`config.mk`:
```
export PLATFORM = sky130hd
export DESIGN_NAME = ula_seq_param
export DESIGN_NICKNAME = d
export VERILOG_FILES = /design/src/rtl/ula_pkg.sv /design/src/rtl/ula_muldiv_iter.sv /design/src/rtl/ula_seq_param.sv
export SDC_FILE = /design/constraint.sdc
export NUM_CORES = 1
export LEC_CHECK = 0
export ABC_AREA = 0
export CORE_ASPECT_RATIO = 0.6
export CORE_MARGIN = 2
export CORE_UTILIZATION = 46
export CTS_BUF_LIST = sky130_fd_sc_hd__clkbuf_2
export CTS_CLUSTER_SIZE = 30
export DETAILED_ROUTE_END_ITERATION = 8
export MAX_ROUTING_LAYER = met4
export PLACE_DENSITY = 0.65
export SKIP_CTS_REPAIR_TIMING = 1
export SLEW_MARGIN = 0
export SYNTH_ARGS = -nofsm -noshare
export SYNTH_HDL_FRONTEND = slang
export SYNTH_SLANG_ARGS = --single-unit
```
`constraint.sdc`:
```
create_clock -name clk -period 7.7 [get_ports clk]
set_input_delay 1.155 -clock clk [delete_from_list [all_inputs] [get_ports clk]]
set_output_delay 1.155 -clock clk [all_outputs]
set_load 0.005 [all_outputs]
```
`src/rtl/ula_pkg.sv`:
```
// +----------------------------------------------------------------------------+
// | ula_pkg: opcode map and FSM state encoding shared by the ula_seq_param ALU  |
// | Revision: 1.0                                                              |
// +----------------------------------------------------------------------------+
`default_nettype none

package ula_pkg;

  localparam logic [3:0] OP_SOMA  = 4'b0000;
  localparam logic [3:0] OP_SUB   = 4'b0001;
  localparam logic [3:0] OP_MUL   = 4'b0010;
  localparam logic [3:0] OP_QUOC  = 4'b0011;
  localparam logic [3:0] OP_RESTO = 4'b0100;
  localparam logic [3:0] OP_AND   = 4'b0110;
  localparam logic [3:0] OP_OR    = 4'b0111;
  localparam logic [3:0] OP_NAND  = 4'b1000;
  localparam logic [3:0] OP_NOR   = 4'b1001;
  localparam logic [3:0] OP_XOR   = 4'b1010;
  localparam logic [3:0] OP_NOT   = 4'b1011;

  localparam logic [1:0] OCIOSO  = 2'd0;
  localparam logic [1:0] ITERA   = 2'd1;
  localparam logic [1:0] CONCLUI = 2'd2;

  function automatic logic eh_iterativo(input logic [3:0] op);
    return (op == OP_MUL) || (op == OP_QUOC) || (op == OP_RESTO);
  endfunction

endpackage

`default_nettype wire

```
`src/rtl/ula_muldiv_iter.sv`:
```
// +----------------------------------------------------------------------------+
// | ula_muldiv_iter: one-bit-per-cycle shift-add multiplier / restoring divider |
// | sharing a single hi/lo shift register. Results are the post-step values.   |
// | Revision: 1.0                                                              |
// +----------------------------------------------------------------------------+
`default_nettype none

module ula_muldiv_iter #(
  parameter int WIDTH = 8
) (
  input  logic               clk,
  input  logic               rst_n,
  input  logic               i_start,
  input  logic               i_modo_div,
  input  logic [WIDTH-1:0]   i_a,
  input  logic [WIDTH-1:0]   i_b,
  output logic               o_fim,
  output logic [2*WIDTH-1:0] o_produto,
  output logic [WIDTH-1:0]   o_quociente,
  output logic [WIDTH-1:0]   o_resto
);

  localparam int              CW    = $clog2(WIDTH + 1);
  localparam logic [CW-1:0]   c_ult = CW'(WIDTH - 1);

  logic [WIDTH-1:0] r_hi;
  logic [WIDTH-1:0] r_lo;
  logic [WIDTH-1:0] r_m;
  logic             r_div;
  logic             r_ativo;
  logic [CW-1:0]    r_cnt;

  logic [WIDTH:0]   w_soma;
  logic [WIDTH:0]   w_desl;
  logic [WIDTH:0]   w_dif;
  logic [WIDTH-1:0] w_hi_prox;
  logic [WIDTH-1:0] w_lo_prox;

  // Multiply: r_lo holds the multiplier, product shifts right into it.
  // Divide: r_lo holds the dividend, quotient bits shift in from the right.
  always_comb begin
    w_soma    = {1'b0, r_hi} + (r_lo[0] ? {1'b0, r_m} : {(WIDTH+1){1'b0}});
    w_desl    = {r_hi, r_lo[WIDTH-1]};
    w_dif     = w_desl - {1'b0, r_m};
    w_hi_prox = w_soma[WIDTH:1];
    w_lo_prox = {w_soma[0], r_lo[WIDTH-1:1]};
    if (r_div) begin
      if (w_dif[WIDTH]) begin
        w_hi_prox = w_desl[WIDTH-1:0];
        w_lo_prox = {r_lo[WIDTH-2:0], 1'b0};
      end else begin
        w_hi_prox = w_dif[WIDTH-1:0];
        w_lo_prox = {r_lo[WIDTH-2:0], 1'b1};
      end
    end
  end

  assign o_fim       = r_ativo && (r_cnt == c_ult);
  assign o_produto   = {w_hi_prox, w_lo_prox};
  assign o_quociente = w_lo_prox;
  assign o_resto     = w_hi_prox;

  always_ff @(posedge clk or negedge rst_n) begin
    if (!rst_n) begin
      r_hi    <= '0;
      r_lo    <= '0;
      r_m     <= '0;
      r_div   <= 1'b0;
      r_ativo <= 1'b0;
      r_cnt   <= '0;
    end else if (i_start) begin
      r_hi    <= '0;
      r_lo    <= i_modo_div ? i_a : i_b;
      r_m     <= i_modo_div ? i_b : i_a;
      r_div   <= i_modo_div;
      r_ativo <= 1'b1;
      r_cnt   <= '0;
    end else if (r_ativo) begin
      r_hi  <= w_hi_prox;
      r_lo  <= w_lo_prox;
      r_cnt <= r_cnt + 1'b1;
      if (o_fim) begin
        r_ativo <= 1'b0;
      end
    end
  end

endmodule

`default_nettype wire

```
`src/rtl/ula_seq_param.sv`:
```
// +----------------------------------------------------------------------------+
// | ula_seq_param: registered ALU with start/busy/done handshake; mul/div are  |
// | iterative. Optional Overflow port enabled by macro ULA_OVERFLOW_EN.        |
// | Revision: 1.0                                                              |
// +----------------------------------------------------------------------------+
`default_nettype none

module ula_seq_param
  import ula_pkg::*;
#(
  parameter int WIDTH      = 8,
  parameter bit CMP_SIGNED = 1'b0
) (
  input  logic               clk,
  input  logic               rst_n,
  input  logic               inicio,
  input  logic [WIDTH-1:0]   A,
  input  logic [WIDTH-1:0]   B,
  input  logic [3:0]         Sel_Op,
  output logic               ocupado,
  output logic               pronto,
  output logic [2*WIDTH-1:0] Resultado,
  output logic               Maior,
  output logic               Menor,
  output logic               Igual,
  output logic               Div_Zero
`ifdef ULA_OVERFLOW_EN
  ,
  output logic               Overflow
`endif
);

  logic [1:0]         r_estado;
  logic [WIDTH-1:0]   r_a;
  logic [WIDTH-1:0]   r_b;
  logic [3:0]         r_op;
  logic [2*WIDTH-1:0] r_resultado;
  logic               r_maior;
  logic               r_menor;
  logic               r_igual;
  logic               r_div_zero;

  logic               w_ocioso;
  logic               w_itera;
  logic [WIDTH-1:0]   w_a;
  logic [WIDTH-1:0]   w_b;
  logic               w_maior;
  logic               w_menor;
  logic               w_igual;
  logic [WIDTH:0]     w_soma;
  logic [WIDTH:0]     w_dif;
  logic [2*WIDTH-1:0] w_res_simples;
  logic [2*WIDTH-1:0] w_res_iter;
  logic               w_dz;
  logic               w_fim;
  logic [2*WIDTH-1:0] w_produto;
  logic [WIDTH-1:0]   w_quociente;
  logic [WIDTH-1:0]   w_resto;

  assign w_ocioso = (r_estado == OCIOSO);
  assign w_itera  = eh_iterativo(Sel_Op) && (B != '0);

  // Flags are registered on the same edge as the result: on acceptance for
  // single-cycle ops (operands still on the ports), on the last step otherwise.
  assign w_a     = w_ocioso ? A : r_a;
  assign w_b     = w_ocioso ? B : r_b;
  assign w_igual = (w_a == w_b);

  generate
    if (CMP_SIGNED) begin : g_cmp_signed
      assign w_maior = $signed(w_a) > $signed(w_b);
      assign w_menor = $signed(w_a) < $signed(w_b);
    end else begin : g_cmp_unsigned
      assign w_maior = w_a > w_b;
      assign w_menor = w_a < w_b;
    end
  endgenerate

  assign w_soma = {1'b0, A} + {1'b0, B};
  assign w_dif  = {1'b0, A} - {1'b0, B};

  always_comb begin
    w_res_simples = '0;
    w_dz          = 1'b0;
    case (Sel_Op)
      OP_SOMA:  w_res_simples = {{(WIDTH-1){1'b0}}, w_soma};
      OP_SUB:   w_res_simples = {{(WIDTH-1){1'b0}}, w_dif};
      OP_QUOC: begin
        w_res_simples = {{WIDTH{1'b0}}, {WIDTH{1'b1}}};
        w_dz          = (B == '0);
      end
      OP_RESTO: begin
        w_res_simples = {{WIDTH{1'b0}}, A};
        w_dz          = (B == '0);
      end
      OP_AND:   w_res_simples = {{WIDTH{1'b0}}, A & B};
      OP_OR:    w_res_simples = {{WIDTH{1'b0}}, A | B};
      OP_NAND:  w_res_simples = {{WIDTH{1'b0}}, ~(A & B)};
      OP_NOR:   w_res_simples = {{WIDTH{1'b0}}, ~(A | B)};
      OP_XOR:   w_res_simples = {{WIDTH{1'b0}}, A ^ B};
      OP_NOT:   w_res_simples = {{WIDTH{1'b0}}, ~A};
      default:  w_res_simples = '0;
    endcase
  end

`ifdef ULA_OVERFLOW_EN
  logic r_ov;
  logic w_ov;

  always_comb begin
    w_ov = 1'b0;
    if (Sel_Op == OP_SOMA) begin
      w_ov = (A[WIDTH-1] == B[WIDTH-1]) && (w_soma[WIDTH-1] != A[WIDTH-1]);
    end else if (Sel_Op == OP_SUB) begin
      w_ov = (A[WIDTH-1] != B[WIDTH-1]) && (w_dif[WIDTH-1] != A[WIDTH-1]);
    end
  end

  assign Overflow = r_ov;
`endif

  ula_muldiv_iter #(
    .WIDTH(WIDTH)
  ) u_muldiv (
    .clk        (clk),
    .rst_n      (rst_n),
    .i_start    (w_ocioso && inicio && w_itera),
    .i_modo_div (Sel_Op != OP_MUL),
    .i_a        (A),
    .i_b        (B),
    .o_fim      (w_fim),
    .o_produto  (w_produto),
    .o_quociente(w_quociente),
    .o_resto    (w_resto)
  );

  always_comb begin
    w_res_iter = w_produto;
    if (r_op == OP_QUOC) begin
      w_res_iter = {{WIDTH{1'b0}}, w_quociente};
    end else if (r_op == OP_RESTO) begin
      w_res_iter = {{WIDTH{1'b0}}, w_resto};
    end
  end

  always_ff @(posedge clk or negedge rst_n) begin
    if (!rst_n) begin
      r_estado    <= OCIOSO;
      r_a         <= '0;
      r_b         <= '0;
      r_op        <= '0;
      r_resultado <= '0;
      r_maior     <= 1'b0;
      r_menor     <= 1'b0;
      r_igual     <= 1'b0;
      r_div_zero  <= 1'b0;
`ifdef ULA_OVERFLOW_EN
      r_ov        <= 1'b0;
`endif
    end else begin
      case (r_estado)
        OCIOSO: begin
          if (inicio) begin
            r_a  <= A;
            r_b  <= B;
            r_op <= Sel_Op;
            if (w_itera) begin
              r_estado <= ITERA;
            end else begin
              r_estado    <= CONCLUI;
              r_resultado <= w_res_simples;
              r_maior     <= w_maior;
              r_menor     <= w_menor;
              r_igual     <= w_igual;
              r_div_zero  <= w_dz;
`ifdef ULA_OVERFLOW_EN
              r_ov        <= w_ov;
`endif
            end
          end
        end
        ITERA: begin
          if (w_fim) begin
            r_estado    <= CONCLUI;
            r_resultado <= w_res_iter;
            r_maior     <= w_maior;
            r_menor     <= w_menor;
            r_igual     <= w_igual;
            r_div_zero  <= 1'b0;
`ifdef ULA_OVERFLOW_EN
            r_ov        <= 1'b0;
`endif
          end
        end
        CONCLUI: r_estado <= OCIOSO;
        default: r_estado <= OCIOSO;
      endcase
    end
  end

  assign ocupado   = !w_ocioso;
  assign pronto    = (r_estado == CONCLUI);
  assign Resultado = r_resultado;
  assign Maior     = r_maior;
  assign Menor     = r_menor;
  assign Igual     = r_igual;
  assign Div_Zero  = r_div_zero;

endmodule

`default_nettype wire

```
==> summary.md <==
| Metric | Value |
|---|---|
| YS warnings | 0 |
| Relative slew margins | 0.197 |
| Die area | 0.0141 sq mm |
| Cell Rows | 32 |
| Overall power of the completed layout | 2.86 mW |
| R2r startpoint | u_muldiv.r_ativo |
| Total Nets Final | approximately 830 |
| TritonCTS sink count | 72 |
| # H-tree levels | 3 |
| Global-route usage over all layers | 0.289 |
| Pre-antenna DRT Iters | 5 |
| Actual transition at the worst max-transition pin | 1.20 ns |
| Crit path required time | 8.17 ns |
| Max-cap violation count | 0 |
| Mapped Area | 0.00606 sq mm |
| Count of state elements after synthesis | just over 70 |
| Length in cells of the worst reg-to-reg path | 8 |
| Ratio of final minimum period to clock period | 0.606 |
| Total negative slack | 0 ns |
| Layer with the highest usage after global routing | met1 |
| Fraction of post-synthesis cell area in the top cell type by area | 0.297 |
| Max Clk Rate | 0.214 GHz |
| Post-synth cell types | 79 |
| Finished Layout Cells | approximately 930 |
| Top post-synthesis cells by count | 83 x nand2_1, 72 x dfrtp_1, 72 x o21ai_0, 61 x a21oi_1, 58 x nor2_1 |
| Largest fanout on the critical path | 27 |
| Wire length of the first global-routing pass | just over 30 mm |
| Number of CTS-inserted buffers | 9 |
| HPWL after detailed placement | between 10 and 15 mm |
| Syn avg cell area | roughly 8.3 sq um |
| Fillers | 1225 |
| Crit path kind | in2reg |
| Type of element launching the critical path | input port |
| Simple-Gate Fraction of Synth Area | 0.185 |
| Critical path cell sequence | clkdlybuf4s50_1, or3_1, nor2_2, mux2i_1, ha_1, nor2b_1, o31a_1, or2_1, o22ai_1, xnor2_1, a2111oi_1, a21oi_1 |
| Nets in the synthesized netlist | between 800 and 900 |
| Dominant synthesized flop cell | dfrtp_1 |
| Worst Setup EP | Resultado[7] |
| Average detailed-routed wire length per instance | 20.8 um |
| RSZ-0062 raised after global routing | no |
| Antenna violations before repair | 2 |
| Grt ovf | 0 |
| Maximum vdd ir drop | 0.000217 V |
| X dimension of the die | ~150 um |
| Clock transition time at the flip-flop clock pins of the worst setup and hold paths | between 0.2 and 0.25 ns |
| Overall die height | around 93 um |
| Critical R2R Capture | Resultado[6] |
| CTS tree | yes |
| Number of global-route vias before repair | ~5300 |
| Library cell with the highest instance count after synthesis | nand2_1 |
| Proportion of synthesized area in mux cells | 0.0794 |
| Drt initial violations | ~640 |
| Data arrival at the endpoint of the critical path | about 5.1 ns |
| Share of layout cells above drive strength 1 | 0.0769 |
| Post-synth EDFFs | 0 |
| Synthesized-area fraction occupied by adder cells | 0.113 |
| Area of the core region | 0.0129 sq mm |
| Weighted congestion reported at the end of routability-driven placement | about 0.96 |
| Library cell contributing the largest single delay on the critical path | clkdlybuf4s50_1 |
| Syn-to-layout area delta | 11.5% |
| Antenna Violating Nets Remaining | 0 |
| Root Buffer | clkbuf_2 |
| Min Tclk post-route | 4.66 ns |
| Met2 routing resource usage after global routing | 0.362 |
| Final number of hold-violating endpoints | 0 |
| Synth top area cells | dfrtp_1 30%, ha_1 10%, mux2i_1 6.1% |
| Maximum number of pins on one net before global-route repair | 73 |
| Routing usage on met1 | 0.439 |
| Power density of the placed cells | ~420 mW/mm^2 |
| Setup-failing EPs final | 0 |
| Complex-gate fraction of the synthesized area | 0.238 |
| Fraction of synthesized cell area in xor and xnor cells | 0.0303 |
| Pleak | 2.91 nW |
| Setup slack, reg-to-reg | ~4.4 ns |
| Slew Limit Fails | 0 |
| Synth async-reset ratio | 1.00 |
| Combinational family with the most area after synthesis | compound AO/OA/AOI/OAI gates |
| Sequential element share of the synthesized area | 0.297 |
| Worst Clk Skew | around 0.038 ns |
| Residual DRC count | 0 |
| Vias per Instance | ~6.1 |
| IO Pins | 45 |
| Clock insertion delay at the later pin of the skew report | 0.56 ns |
| Class of the worst hold path | reg2reg |
| Initial Utilization | 0.472 |
| Vias | between 5000 and 6000 |
| CP peak stage delay | between 0.9 and 1 ns |
| Synthesized instance count | just over 700 |
| Run status | finished, final reports clean |
| Worst setup path startpoint | Sel_Op[3] |
| Critical path endpoint category | flop |
| Input/output buffers | 44 |
| Wire length after detailed routing | around 19 mm |
| Global routing usage on met3 | 0.0978 |
| Clock buffer depth | 2 |
| Area leader, netlist | dfrtp_1 |
| Number of placed instances with taps included | a little over 900 |
## layer usage
metal,vias up,wire length (um),part of all wire
met1,2704,9410,0.49
li1,2646,-,-
met3,25,2420,0.13
met2,302,7160,0.37
met4,0,238,0.012
met5,-,0,0
## cell type report
cell class	count	area (sq um)	share of cell area
clock buffer	9	45.0	0.00666
timing repair buffer	52	495	0.0733
sequential	72	1800	0.267
tap	170	213	0.0315
antenna	2	5.00	0.000740
clock inverter	6	133	0.0196
multi-input combinational	576	3920	0.579
inverter	39	150	0.0222
## report_power, final
| part | leakage [nW] | total, mW | internal, mW | switching, mW |
|---|---|---|---|---|
| clock | 0.0996 | 0.319 | 0.170 | 0.149 |
| sequential | 0.884 | 0.717 | 0.539 | 0.178 |
| combinational | 1.93 | 1.82 | 0.733 | 1.09 |
## worst max-delay path: cells and delay by family
family | cells | cell delay, ns
multiplexers | 1 | 0.39
buffers and inverters | 1 | 0.91
adder cells (fa/ha/maj) | 1 | 0.29
XOR/XNOR | 1 | 0.09
AO/OA/AOI/OAI | 4 | 0.94
AND/OR/NAND/NOR | 4 | 1.35
## stage by stage
step | hold WS, ns | cell area (sq um) | worst slack [ns] | util
3_3_place_gp | 0.452 | 6580 | 2.70 | 0.512
3_5_place_dp | 0.458 | 6580 | 2.53 | 0.512
6_report | 0.496 | 6760 | 3.04 | 0.526
4_1_cts | 0.507 | 6750 | 3.15 | 0.526
5_1_grt | 0.542 | 6760 | 2.85 | 0.526
2_1_floorplan | 0.450 | 6060 | 3.79 | -
## cell families after synthesis
family / count (synthesis)
AO/OA/AOI/OAI: 228
XOR/XNOR: 21
adder cells (fa/ha/maj): 53
buffers and inverters: 79
flip-flops: 72
multiplexers: 44
AND/OR/NAND/NOR: 230
## how the worst min path moves through the flow
stage	startpoint	to	slack, ns	depth (start not counted)
2_1_floorplan	r_a[0]	r_a[0]	0.45	2
3_3_place_gp	Div_Zero	Div_Zero	0.45	2
3_5_place_dp	Div_Zero	Div_Zero	0.46	2
4_1_cts	Div_Zero	Div_Zero	0.51	2
5_1_grt	r_b[7]	r_b[7]	0.54	2
6_report	Div_Zero	Div_Zero	0.50	2
## placed cells by master (no fill, tap or decap), drive strengths merged, types with 16 or more instances in the layout
cell,instances
inv,38
o21ai,79
nand2,84
a21oi,65
dfrtp,72
nor3,16
mux2i,39
ha,50
nor2,61
clkdlybuf4s50,43
## state kept, by name (all words and copies together), names as in the netlist
name              cells
r_estado              2
u_muldiv.r_div        1
u_muldiv.r_m          8
r_b                   8
u_muldiv.r_ativo      1
u_muldiv.r_cnt        4
u_muldiv.r_hi         8
Div_Zero              1
u_muldiv.r_lo         8
Igual                 1
Maior                 1
r_a                   8
Menor                 1
r_op                  4
Resultado            16
Note: power is estimated with default switching activity, not from simulation.
